$ cat src/rtl/ceespu_pkg.sv
// ============================================================================
// ceespu_pkg : shared op codes, memory size codes and mul/div FSM states
// Rev 1.0
// ============================================================================
`default_nettype none

package ceespu_pkg;

  localparam logic [3:0] ALU_ADD   = 4'd0;
  localparam logic [3:0] ALU_SUB   = 4'd1;
  localparam logic [3:0] ALU_OR    = 4'd2;
  localparam logic [3:0] ALU_AND   = 4'd3;
  localparam logic [3:0] ALU_XOR   = 4'd4;
  localparam logic [3:0] ALU_SHL   = 4'd5;
  localparam logic [3:0] ALU_SHR   = 4'd6;
  localparam logic [3:0] ALU_SRA   = 4'd7;
  localparam logic [3:0] ALU_SLTU  = 4'd8;
  localparam logic [3:0] ALU_MUL   = 4'd9;
  localparam logic [3:0] ALU_MULHU = 4'd10;
  localparam logic [3:0] ALU_DIVU  = 4'd11;
  localparam logic [3:0] ALU_REMU  = 4'd12;

  localparam logic [2:0] BR_EQ     = 3'd0;
  localparam logic [2:0] BR_NE     = 3'd1;
  localparam logic [2:0] BR_LT     = 3'd2;
  localparam logic [2:0] BR_GE     = 3'd3;
  localparam logic [2:0] BR_LTU    = 3'd4;
  localparam logic [2:0] BR_GEU    = 3'd5;
  localparam logic [2:0] BR_CARRY  = 3'd6;
  localparam logic [2:0] BR_ALWAYS = 3'd7;

  localparam logic [1:0] SZ_XLEN = 2'd0;
  localparam logic [1:0] SZ_HALF = 2'd1;
  localparam logic [1:0] SZ_BYTE = 2'd2;
  localparam logic [1:0] SZ_WORD = 2'd3;

  // Sub-op codes of the sequential unit; bit 0 selects the high half / remainder
  localparam logic [1:0] MD_MUL   = 2'd0;
  localparam logic [1:0] MD_MULHU = 2'd1;
  localparam logic [1:0] MD_DIVU  = 2'd2;
  localparam logic [1:0] MD_REMU  = 2'd3;

  typedef enum logic [1:0] {
    MD_IDLE = 2'd0,
    MD_RUN  = 2'd1,
    MD_DONE = 2'd2
  } md_state_t;

endpackage

`default_nettype wire

$ cat src/rtl/ceespu_muldiv_seq.sv
// ============================================================================
// ceespu_muldiv_seq : one-bit-per-cycle shift-add multiplier and (with
// CEESPU_EXEC_DIV_EN) restoring divider sharing a hi/lo accumulator.
// Rev 1.0
// ============================================================================
`default_nettype none

module ceespu_muldiv_seq
  import ceespu_pkg::*;
#(
  parameter int XLEN = 32
) (
  input  logic            clk,
  input  logic            rst_n,
  input  logic            i_start,
  input  logic            i_flush,
  input  logic            i_hold,
  input  logic [1:0]      i_op,
  input  logic [XLEN-1:0] i_a,
  input  logic [XLEN-1:0] i_b,
  output logic            o_busy,
  output logic            o_done,
  output logic [XLEN-1:0] o_result
);

  localparam int CW = $clog2(XLEN);

  md_state_t       r_state;
  logic [CW-1:0]   r_cnt;
  logic [1:0]      r_op;
  logic [XLEN-1:0] r_hi;
  logic [XLEN-1:0] r_lo;
  logic [XLEN-1:0] r_opnd;

  // Multiply: lo holds the multiplier and shifts out as product bits shift in
  logic [XLEN:0]   w_mul_sum;
  logic [XLEN-1:0] w_mul_hi;
  logic [XLEN-1:0] w_mul_lo;
  logic [XLEN-1:0] w_step_hi;
  logic [XLEN-1:0] w_step_lo;

  assign w_mul_sum = {1'b0, r_hi} + (r_lo[0] ? {1'b0, r_opnd} : {(XLEN+1){1'b0}});
  assign w_mul_hi  = w_mul_sum[XLEN:1];
  assign w_mul_lo  = {w_mul_sum[0], r_lo[XLEN-1:1]};

`ifdef CEESPU_EXEC_DIV_EN
  // Divide: lo holds the dividend and collects quotient bits; a zero divisor
  // naturally yields an all-ones quotient and remainder equal to the dividend
  logic [XLEN:0]   w_shift;
  logic [XLEN+1:0] w_diff;
  logic [XLEN-1:0] w_div_hi;
  logic [XLEN-1:0] w_div_lo;
  logic            w_unused_div;

  assign w_shift      = {r_hi, r_lo[XLEN-1]};
  assign w_diff       = {1'b0, w_shift} - {2'b00, r_opnd};
  assign w_div_hi     = w_diff[XLEN+1] ? w_shift[XLEN-1:0] : w_diff[XLEN-1:0];
  assign w_div_lo     = {r_lo[XLEN-2:0], ~w_diff[XLEN+1]};
  assign w_unused_div = w_diff[XLEN];
  assign w_step_hi    = r_op[1] ? w_div_hi : w_mul_hi;
  assign w_step_lo    = r_op[1] ? w_div_lo : w_mul_lo;
`else
  logic w_unused_op;
  assign w_unused_op = r_op[1];
  assign w_step_hi   = w_mul_hi;
  assign w_step_lo   = w_mul_lo;
`endif

  always_ff @(posedge clk or negedge rst_n) begin
    if (!rst_n) begin
      r_state <= MD_IDLE;
      r_cnt   <= '0;
      r_op    <= MD_MUL;
      r_hi    <= '0;
      r_lo    <= '0;
      r_opnd  <= '0;
    end else if (i_flush) begin
      r_state <= MD_IDLE;
      r_cnt   <= '0;
    end else begin
      case (r_state)
        MD_IDLE: begin
          if (i_start) begin
            r_state <= MD_RUN;
            r_cnt   <= CW'(XLEN-1);
            r_op    <= i_op;
            r_hi    <= '0;
            r_opnd  <= i_op[1] ? i_b : i_a;
            r_lo    <= i_op[1] ? i_a : i_b;
          end
        end
        MD_RUN: begin
          r_hi <= w_step_hi;
          r_lo <= w_step_lo;
          if (r_cnt == '0) r_state <= MD_DONE;
          else             r_cnt   <= r_cnt - 1'b1;
        end
        MD_DONE: begin
          if (!i_hold) r_state <= MD_IDLE;
        end
        default: r_state <= MD_IDLE;
      endcase
    end
  end

  assign o_busy   = (r_state != MD_DONE);
  assign o_done   = (r_state == MD_DONE);
  assign o_result = r_op[0] ? r_hi : r_lo;

endmodule

`default_nettype wire

$ cat src/rtl/ceespu_execute_pipe.sv
// ============================================================================
// ceespu_execute_pipe : XLEN-wide execute stage with ALU, branch resolve,
// byte-lane memory control and sequential mul/div. Option: CEESPU_EXEC_DIV_EN
// Rev 1.0
// ============================================================================
`default_nettype none

module ceespu_execute_pipe
  import ceespu_pkg::*;
#(
  parameter int XLEN = 32,
  parameter int PC_W = 14
) (
  input  logic              I_clk,
  input  logic              I_rst_n,
  input  logic              I_valid,
  input  logic              I_flush,
  input  logic              I_stall,
  input  logic [3:0]        I_aluop,
  input  logic [1:0]        I_selCin,
  input  logic [2:0]        I_branchop,
  input  logic [XLEN-1:0]   I_dataA,
  input  logic [XLEN-1:0]   I_dataB,
  input  logic [XLEN-1:0]   I_storeData,
  input  logic              I_we,
  input  logic [1:0]        I_selWb,
  input  logic [4:0]        I_regD,
  input  logic              I_memE,
  input  logic              I_memWe,
  input  logic [2:0]        I_selMem,
  input  logic              I_isBranch,
  input  logic              I_prediction,
  input  logic [PC_W-1:0]   I_PC,
  input  logic [PC_W-1:0]   I_branchTarget,
  output logic [XLEN-1:0]   O_memAddress,
  output logic              O_memE,
  output logic [XLEN/8-1:0] O_memWe,
  output logic [XLEN-1:0]   O_storeData,
  output logic              O_busy,
  output logic              O_misaligned,
  output logic              O_branch_taken,
  output logic              O_branch_mispredict,
  output logic [PC_W-1:0]   O_branchTarget,
  output logic              O_valid,
  output logic              O_we,
  output logic [XLEN-1:0]   O_aluResult,
  output logic [1:0]        O_selWb,
  output logic [2:0]        O_selMem,
  output logic [PC_W-1:0]   O_PC,
  output logic [4:0]        O_regD
);

  localparam int LANES = XLEN/8;
  localparam int LBITS = $clog2(LANES);
  localparam int SHW   = $clog2(XLEN);

  logic            r_carry;
  logic            r_valid;
  logic            r_we;
  logic [XLEN-1:0] r_result;
  logic [1:0]      r_selWb;
  logic [2:0]      r_selMem;
  logic [PC_W-1:0] r_pc;
  logic [4:0]      r_regD;

  logic            w_cin;
  logic            w_is_addsub;
  logic [XLEN-1:0] w_bop;
  logic [XLEN:0]   w_sum;
  logic [SHW-1:0]  w_sh;
  logic            w_mcop;
  logic [1:0]      w_md_op;
  logic            w_md_busy;
  logic            w_md_done;
  logic [XLEN-1:0] w_md_result;
  logic [XLEN-1:0] w_result;
  logic            w_cmp;
  logic [XLEN-1:0] w_addr;
  int              w_bytes;
  logic [LBITS-1:0] w_amask;
  logic [LANES-1:0] w_base;

  always_comb begin
    case (I_selCin)
      2'd0:    w_cin = 1'b0;
      2'd1:    w_cin = r_carry;
      2'd2:    w_cin = ~r_carry;
      default: w_cin = 1'b1;
    endcase
  end

  assign w_is_addsub = (I_aluop == ALU_ADD) || (I_aluop == ALU_SUB);
  assign w_bop       = (I_aluop == ALU_SUB) ? ~I_dataB : I_dataB;
  assign w_sum       = {1'b0, I_dataA} + {1'b0, w_bop} + {{XLEN{1'b0}}, w_cin};
  assign w_sh        = I_dataB[SHW-1:0];

`ifdef CEESPU_EXEC_DIV_EN
  assign w_mcop = (I_aluop == ALU_MUL)  || (I_aluop == ALU_MULHU) ||
                  (I_aluop == ALU_DIVU) || (I_aluop == ALU_REMU);
`else
  assign w_mcop = (I_aluop == ALU_MUL)  || (I_aluop == ALU_MULHU);
`endif

  always_comb begin
    case (I_aluop)
      ALU_MULHU: w_md_op = MD_MULHU;
      ALU_DIVU:  w_md_op = MD_DIVU;
      ALU_REMU:  w_md_op = MD_REMU;
      default:   w_md_op = MD_MUL;
    endcase
  end

  ceespu_muldiv_seq #(.XLEN(XLEN)) u_muldiv (
    .clk      (I_clk),
    .rst_n    (I_rst_n),
    .i_start  (I_valid & w_mcop & ~I_flush),
    .i_flush  (I_flush),
    .i_hold   (I_stall),
    .i_op     (w_md_op),
    .i_a      (I_dataA),
    .i_b      (I_dataB),
    .o_busy   (w_md_busy),
    .o_done   (w_md_done),
    .o_result (w_md_result)
  );

  assign O_busy = I_valid & w_mcop & w_md_busy;

  always_comb begin
    w_result = '0;
    case (I_aluop)
      ALU_ADD, ALU_SUB:  w_result = w_sum[XLEN-1:0];
      ALU_OR:            w_result = I_dataA | I_dataB;
      ALU_AND:           w_result = I_dataA & I_dataB;
      ALU_XOR:           w_result = I_dataA ^ I_dataB;
      ALU_SHL:           w_result = I_dataA << w_sh;
      ALU_SHR:           w_result = I_dataA >> w_sh;
      ALU_SRA:           w_result = $signed(I_dataA) >>> w_sh;
      ALU_SLTU:          w_result = {{(XLEN-1){1'b0}}, (I_dataA < I_dataB)};
      ALU_MUL, ALU_MULHU: w_result = w_md_done ? w_md_result : '0;
`ifdef CEESPU_EXEC_DIV_EN
      ALU_DIVU, ALU_REMU: w_result = w_md_done ? w_md_result : '0;
`else
      ALU_DIVU, ALU_REMU: w_result = '1;
`endif
      default:           w_result = '0;
    endcase
  end

  always_comb begin
    case (I_branchop)
      BR_EQ:    w_cmp = (I_dataA == I_dataB);
      BR_NE:    w_cmp = (I_dataA != I_dataB);
      BR_LT:    w_cmp = ($signed(I_dataA) <  $signed(I_dataB));
      BR_GE:    w_cmp = ($signed(I_dataA) >= $signed(I_dataB));
      BR_LTU:   w_cmp = (I_dataA <  I_dataB);
      BR_GEU:   w_cmp = (I_dataA >= I_dataB);
      BR_CARRY: w_cmp = r_carry;
      default:  w_cmp = 1'b1;
    endcase
  end

  assign O_branch_taken      = I_valid & I_isBranch & w_cmp;
  assign O_branch_mispredict = I_valid & I_isBranch & ~I_flush & (w_cmp != I_prediction);
  assign O_branchTarget      = I_prediction ? I_PC : I_branchTarget;

  assign w_addr       = I_dataA + I_dataB;
  assign O_memAddress = w_addr;

  // Access size in bytes and the low address bits that must be zero for it
  always_comb begin
    case (I_selMem[1:0])
      SZ_BYTE: begin w_bytes = 1;     w_amask = '0;          end
      SZ_HALF: begin w_bytes = 2;     w_amask = LBITS'(1);   end
      SZ_WORD: begin w_bytes = 4;     w_amask = LBITS'(3);   end
      default: begin w_bytes = LANES; w_amask = '1;          end
    endcase
  end

  always_comb begin
    w_base = '0;
    for (int i = 0; i < LANES; i++) w_base[i] = (i < w_bytes);
  end

  assign O_misaligned = I_valid & I_memE & (|(w_addr[LBITS-1:0] & w_amask));
  assign O_memE       = I_memE & I_valid & ~I_flush & ~O_misaligned;
  assign O_memWe      = (O_memE & I_memWe) ? (w_base << w_addr[LBITS-1:0]) : '0;

  always_comb begin
    O_storeData = '0;
    for (int i = 0; i < LANES; i++) begin
      case (I_selMem[1:0])
        SZ_BYTE: O_storeData[8*i +: 8] = I_storeData[7:0];
        SZ_HALF: O_storeData[8*i +: 8] = I_storeData[8*(i%2) +: 8];
        SZ_WORD: O_storeData[8*i +: 8] = I_storeData[8*(i%4) +: 8];
        default: O_storeData[8*i +: 8] = I_storeData[8*i +: 8];
      endcase
    end
  end

  // Flush inserts a bubble even while stalled; stall otherwise freezes everything
  always_ff @(posedge I_clk or negedge I_rst_n) begin
    if (!I_rst_n) begin
      r_carry  <= 1'b0;
      r_valid  <= 1'b0;
      r_we     <= 1'b0;
      r_result <= '0;
      r_selWb  <= '0;
      r_selMem <= '0;
      r_pc     <= '0;
      r_regD   <= '0;
    end else begin
      if (I_flush) begin
        r_valid <= 1'b0;
        r_we    <= 1'b0;
      end else if (!I_stall) begin
        r_valid  <= I_valid & ~O_busy;
        r_we     <= I_we & I_valid & ~O_busy;
        r_result <= w_result;
        r_selWb  <= I_selWb;
        r_selMem <= I_selMem;
        r_pc     <= I_PC;
        r_regD   <= I_regD;
      end
      if (I_valid && !I_flush && !I_stall && w_is_addsub) r_carry <= w_sum[XLEN];
    end
  end

  assign O_valid     = r_valid;
  assign O_we        = r_we;
  assign O_aluResult = r_result;
  assign O_selWb     = r_selWb;
  assign O_selMem    = r_selMem;
  assign O_PC        = r_pc;
  assign O_regD      = r_regD;

endmodule

`default_nettype wire

$ cat config.mk
export PLATFORM = sky130hd
export DESIGN_NAME = ceespu_execute_pipe
export DESIGN_NICKNAME = d
export VERILOG_FILES = /design/src/rtl/ceespu_pkg.sv /design/src/rtl/ceespu_muldiv_seq.sv /design/src/rtl/ceespu_execute_pipe.sv
export SDC_FILE = /design/constraint.sdc
export NUM_CORES = 1
export LEC_CHECK = 0
export CORE_MARGIN = 2
export CORE_UTILIZATION = 54
export CTS_CLUSTER_DIAMETER = 200
export DETAILED_ROUTE_END_ITERATION = 6
export PLACE_DENSITY = 0.84
export SLEW_MARGIN = 15
export SYNTH_ARGS = -nofsm -noshare
export SYNTH_HDL_FRONTEND = slang
export SYNTH_SLANG_ARGS = --single-unit
$ cat constraint.sdc
create_clock -name I_clk -period 8.66 [get_ports I_clk]
set_input_delay 1.299 -clock I_clk [delete_from_list [all_inputs] [get_ports I_clk]]
set_output_delay 1.299 -clock I_clk [all_outputs]
set_load 0.02 [all_outputs]
==> key figures <==
Clock network
  • CTS root buffer: sky130_fd_sc_hd__clkbuf_16
  • Insertion delay to the later sink of the worst-skew pair: 470 ps
  • Total number of clock tree sinks: 163
  • # resized after CTS: 0
  • CTS tree: built
  • # H-tree levels: 4
  • Post-CTS Setup Inserts: 0
  • Hold bufs inserted after CTS: 0
  • Clock transition time at the flip-flop clock pins of the worst setup and hold paths: 70 ps
  • Largest buffer count on any clock path: 2
  • TritonCTS buffer count: 17

Pwr
  • IR Drop Worst-Case VDD: 161 uV
  • Leak: 9.99 nW
  • Total Power Consumption: 3.66 mW
  • Power per unit of standard cell area: 159 nW/um^2

Timing
  • Final period utilization: 79.8%
  • Unrepaired setup endpoints after global routing: no
  • Setup-failing EPs final: 0
  • Relative slew slack: 27.5%
  • Worst Clk Skew: 11.5 ps
  • Fmax: 145 MHz
  • Worst path setup slack after routing: 1750 ps
  • Number of pins with negative max-slew slack in the final report: 0
  • Post-route setup TNS: 0 ps
  • Final hold violations: 0
  • Minimum period implied by the final worst setup slack: 6910 ps
  • Worst slew pin tran: 1090 ps

Floorplanning
  • Die Wd: 194 um
  • Initial core utilization: 54.8%
  • Floorplan core area: 35500 um^2
  • Die span in y: 194 um
  • Count of boundary I/O pins: 298
  • Cell Rows: 69
  • Total Die Area: 37600 um^2

Logic synthesis
  • Yosys reg bits: 163
  • Number of distinct library cells after synthesis: 96
  • Mapped Avg Cell Area: 7.92 um^2
  • Share of flip-flops with an asynchronous set or reset after synthesis: 100%
  • Register area share after synthesis: 21.0%
  • Cell area after synthesis: 19500 um^2
  • Post-synth EDFFs: 0
  • Main flop type after synthesis: sky130_fd_sc_hd__dfrtp_1
  • Mapped Nets: 2779
  • Syn Inst Count: 2457
  • Synth warnings: 0

Global route
  • Number of global-route vias before repair: 19600
  • Overflow left after global routing: 0
  • Antenna violations before repair: 9
  • Maximum number of pins on one net before global-route repair: 103
  • Global-route wire length before repair: 121000 um
  • Overall fraction of global-route tracks in use: 42.0%

Final layout
  • Number of nets in the finished design: 2940
  • Signed area change from the synthesized netlist to the final layout: 18.5%
  • Final cell utilization of the core: 65.0%
  • Summed area of non-filler cells in the final layout: 23100 um^2
  • Ratio of cells with drive above 1 in the final layout: 8.13%

Detailed routing
  • Sum of routed wire length over all layers: 80800 um
  • First-pass DRT Iterations: 6
  • First-iteration detailed-routing DRC count: 2636
  • Antenna-violating nets left: 0
  • DRC Markers: 0
  • Routed length per instance: 26.1 um
  • Average vias per placed instance: 6.71
  • Via Count: 20800

Worst setup path
  • Kind of end point of the critical path: output port
  • Arr. time, crit path: 5610 ps
  • Critical Path RT: 7360 ps
  • Register-to-register setup slack: 4450 ps
  • Maximum fanout encountered on the critical timing path: 14
  • Crit path kind: input port to output port
  • Sort of element at the start of the critical path: input port

Flow run
  • Max-cap violations: 0

Run status
  • Status: completed

Place
  • Placement-stage cell area: 22500 um^2
  • Placed wire-length estimate: 61300 um
  • Placer Congestion: 1.05
  • Post-Place Setup Slack: 1800 ps
  • Port buffer count: 297

Worst hold path
  • Hold WC Path Type: flip-flop to flip-flop
## area by class of cell
cell class,count,area [um^2]
multi-input cells,1997,14200
fillers,3014,12400
repair buffers,337,3250
inverters,102,383
flip-flops and latches,163,4080
clock inverters,13,149
clock buffers,19,443
diodes,2,5.00
well taps,461,577
## state kept, by name, indices dropped and copies added (netlist names), 3 cells and up
name             count
O_PC                14
O_regD               5
u_muldiv.r_lo       32
u_muldiv.r_hi       32
u_muldiv.r_cnt       5
u_muldiv.r_opnd     32
O_selMem             3
O_aluResult         32
## Yosys cell counts, drive strengths merged (42+ instances only)
master / n / area (um^2)
a21o: 42 / 315
a21oi: 209 / 1070
and2: 46 / 290
buf: 58 / 343
clkbuf: 137 / 514
dfrtp: 163 / 4080
ha: 165 / 2060
inv: 102 / 383
mux2i: 88 / 881
mux4: 63 / 1420
nand2: 356 / 1340
nor2: 184 / 691
nor3: 51 / 265
o21ai: 205 / 1030
xnor2: 77 / 674
## power by group
| group | switching, mW | internal [mW] |
|---|---|---|
| clock network | 0.360 | 0.438 |
| registers | 0.149 | 0.930 |
| logic | 1.05 | 0.728 |
## worst max-delay path, stage by stage
cell and delay [ps]:
sky130_fd_sc_hd__clkdlybuf4s50_1 890, sky130_fd_sc_hd__inv_1 100, sky130_fd_sc_hd__ha_1 420, sky130_fd_sc_hd__nor4_1 580
sky130_fd_sc_hd__o211ai_1 240, sky130_fd_sc_hd__a31oi_1 500, sky130_fd_sc_hd__o21ai_0 160, sky130_fd_sc_hd__a21o_1 180
sky130_fd_sc_hd__a31oi_1 320, sky130_fd_sc_hd__mux2_1 370, sky130_fd_sc_hd__clkdlybuf4s50_1 540
## cell usage in the layout (no fill, tap or decap), types with 25 or more instances in the layout
cell	synthesis	final
sky130_fd_sc_hd__nand2_1	356	355
sky130_fd_sc_hd__xor2_1	27	27
sky130_fd_sc_hd__a31oi_1	25	25
sky130_fd_sc_hd__dfrtp_1	163	162
sky130_fd_sc_hd__buf_4	12	42
sky130_fd_sc_hd__a22oi_1	30	30
sky130_fd_sc_hd__mux4_2	63	63
sky130_fd_sc_hd__mux2i_1	88	88
sky130_fd_sc_hd__nand3_1	33	33
sky130_fd_sc_hd__nor3_1	49	48
sky130_fd_sc_hd__mux2_2	33	33
sky130_fd_sc_hd__nor2_1	184	182
sky130_fd_sc_hd__xnor2_1	77	77
sky130_fd_sc_hd__and2_1	44	44
sky130_fd_sc_hd__ha_1	165	165
sky130_fd_sc_hd__o21ai_0	181	181
sky130_fd_sc_hd__clkdlybuf4s50_1	0	291
sky130_fd_sc_hd__o221ai_1	25	25
sky130_fd_sc_hd__inv_1	100	99
sky130_fd_sc_hd__a21o_1	42	42
sky130_fd_sc_hd__a21oi_1	206	206
## final timing paths
kind                            cells after the start                   to              from
worst max-delay path                               11  O_branch_mispredict        I_dataA[6]
worst min-delay path                                1       O_aluResult[3]    O_aluResult[3]
worst max register to register                     12    u_muldiv.r_hi[29]  u_muldiv.r_lo[0]
worst min register to register                      1       O_aluResult[3]    O_aluResult[3]
max in group asynchronous                           2     u_muldiv.r_op[0]           I_rst_n
min in group asynchronous                           1       O_aluResult[7]           I_rst_n
## through the flow
step                      instances  hold slack [ps]
after global placement         3060              456
after floorplan                2457              442
after detailed placement       3060              465
after global routing           3093              509
final                          3094              481
after CTS                      3092              481
## routing by layer
| layer | routed length (um) | up-vias | track usage [%] | part of all wire (%) |
|---|---|---|---|---|
| li1 | - | 9204 | - | - |
| met1 | 31300 | 9938 | 54.1 | 39 |
| met2 | 36000 | 1350 | 65.3 | 45 |
| met3 | 9600 | 250 | 12.6 | 12 |
| met4 | 3680 | 14 | 18.2 | 4.6 |
| met5 | 98 | - | 0 | 0.12 |
## kinds of logic after synthesis
| kind of cell | synth area share [%] |
|---|---|
| and+or+nand+nor | 18.5 |
| AOI/OAI and AO/OA | 24.7 |
| buffers and inverters | 6.37 |
| muxes | 13.8 |
| adders and majority gates | 11.0 |
| DFF | 21.0 |
| xor gates and xnor gates | 4.68 |
Note: power is estimated with default switching activity, not from simulation.
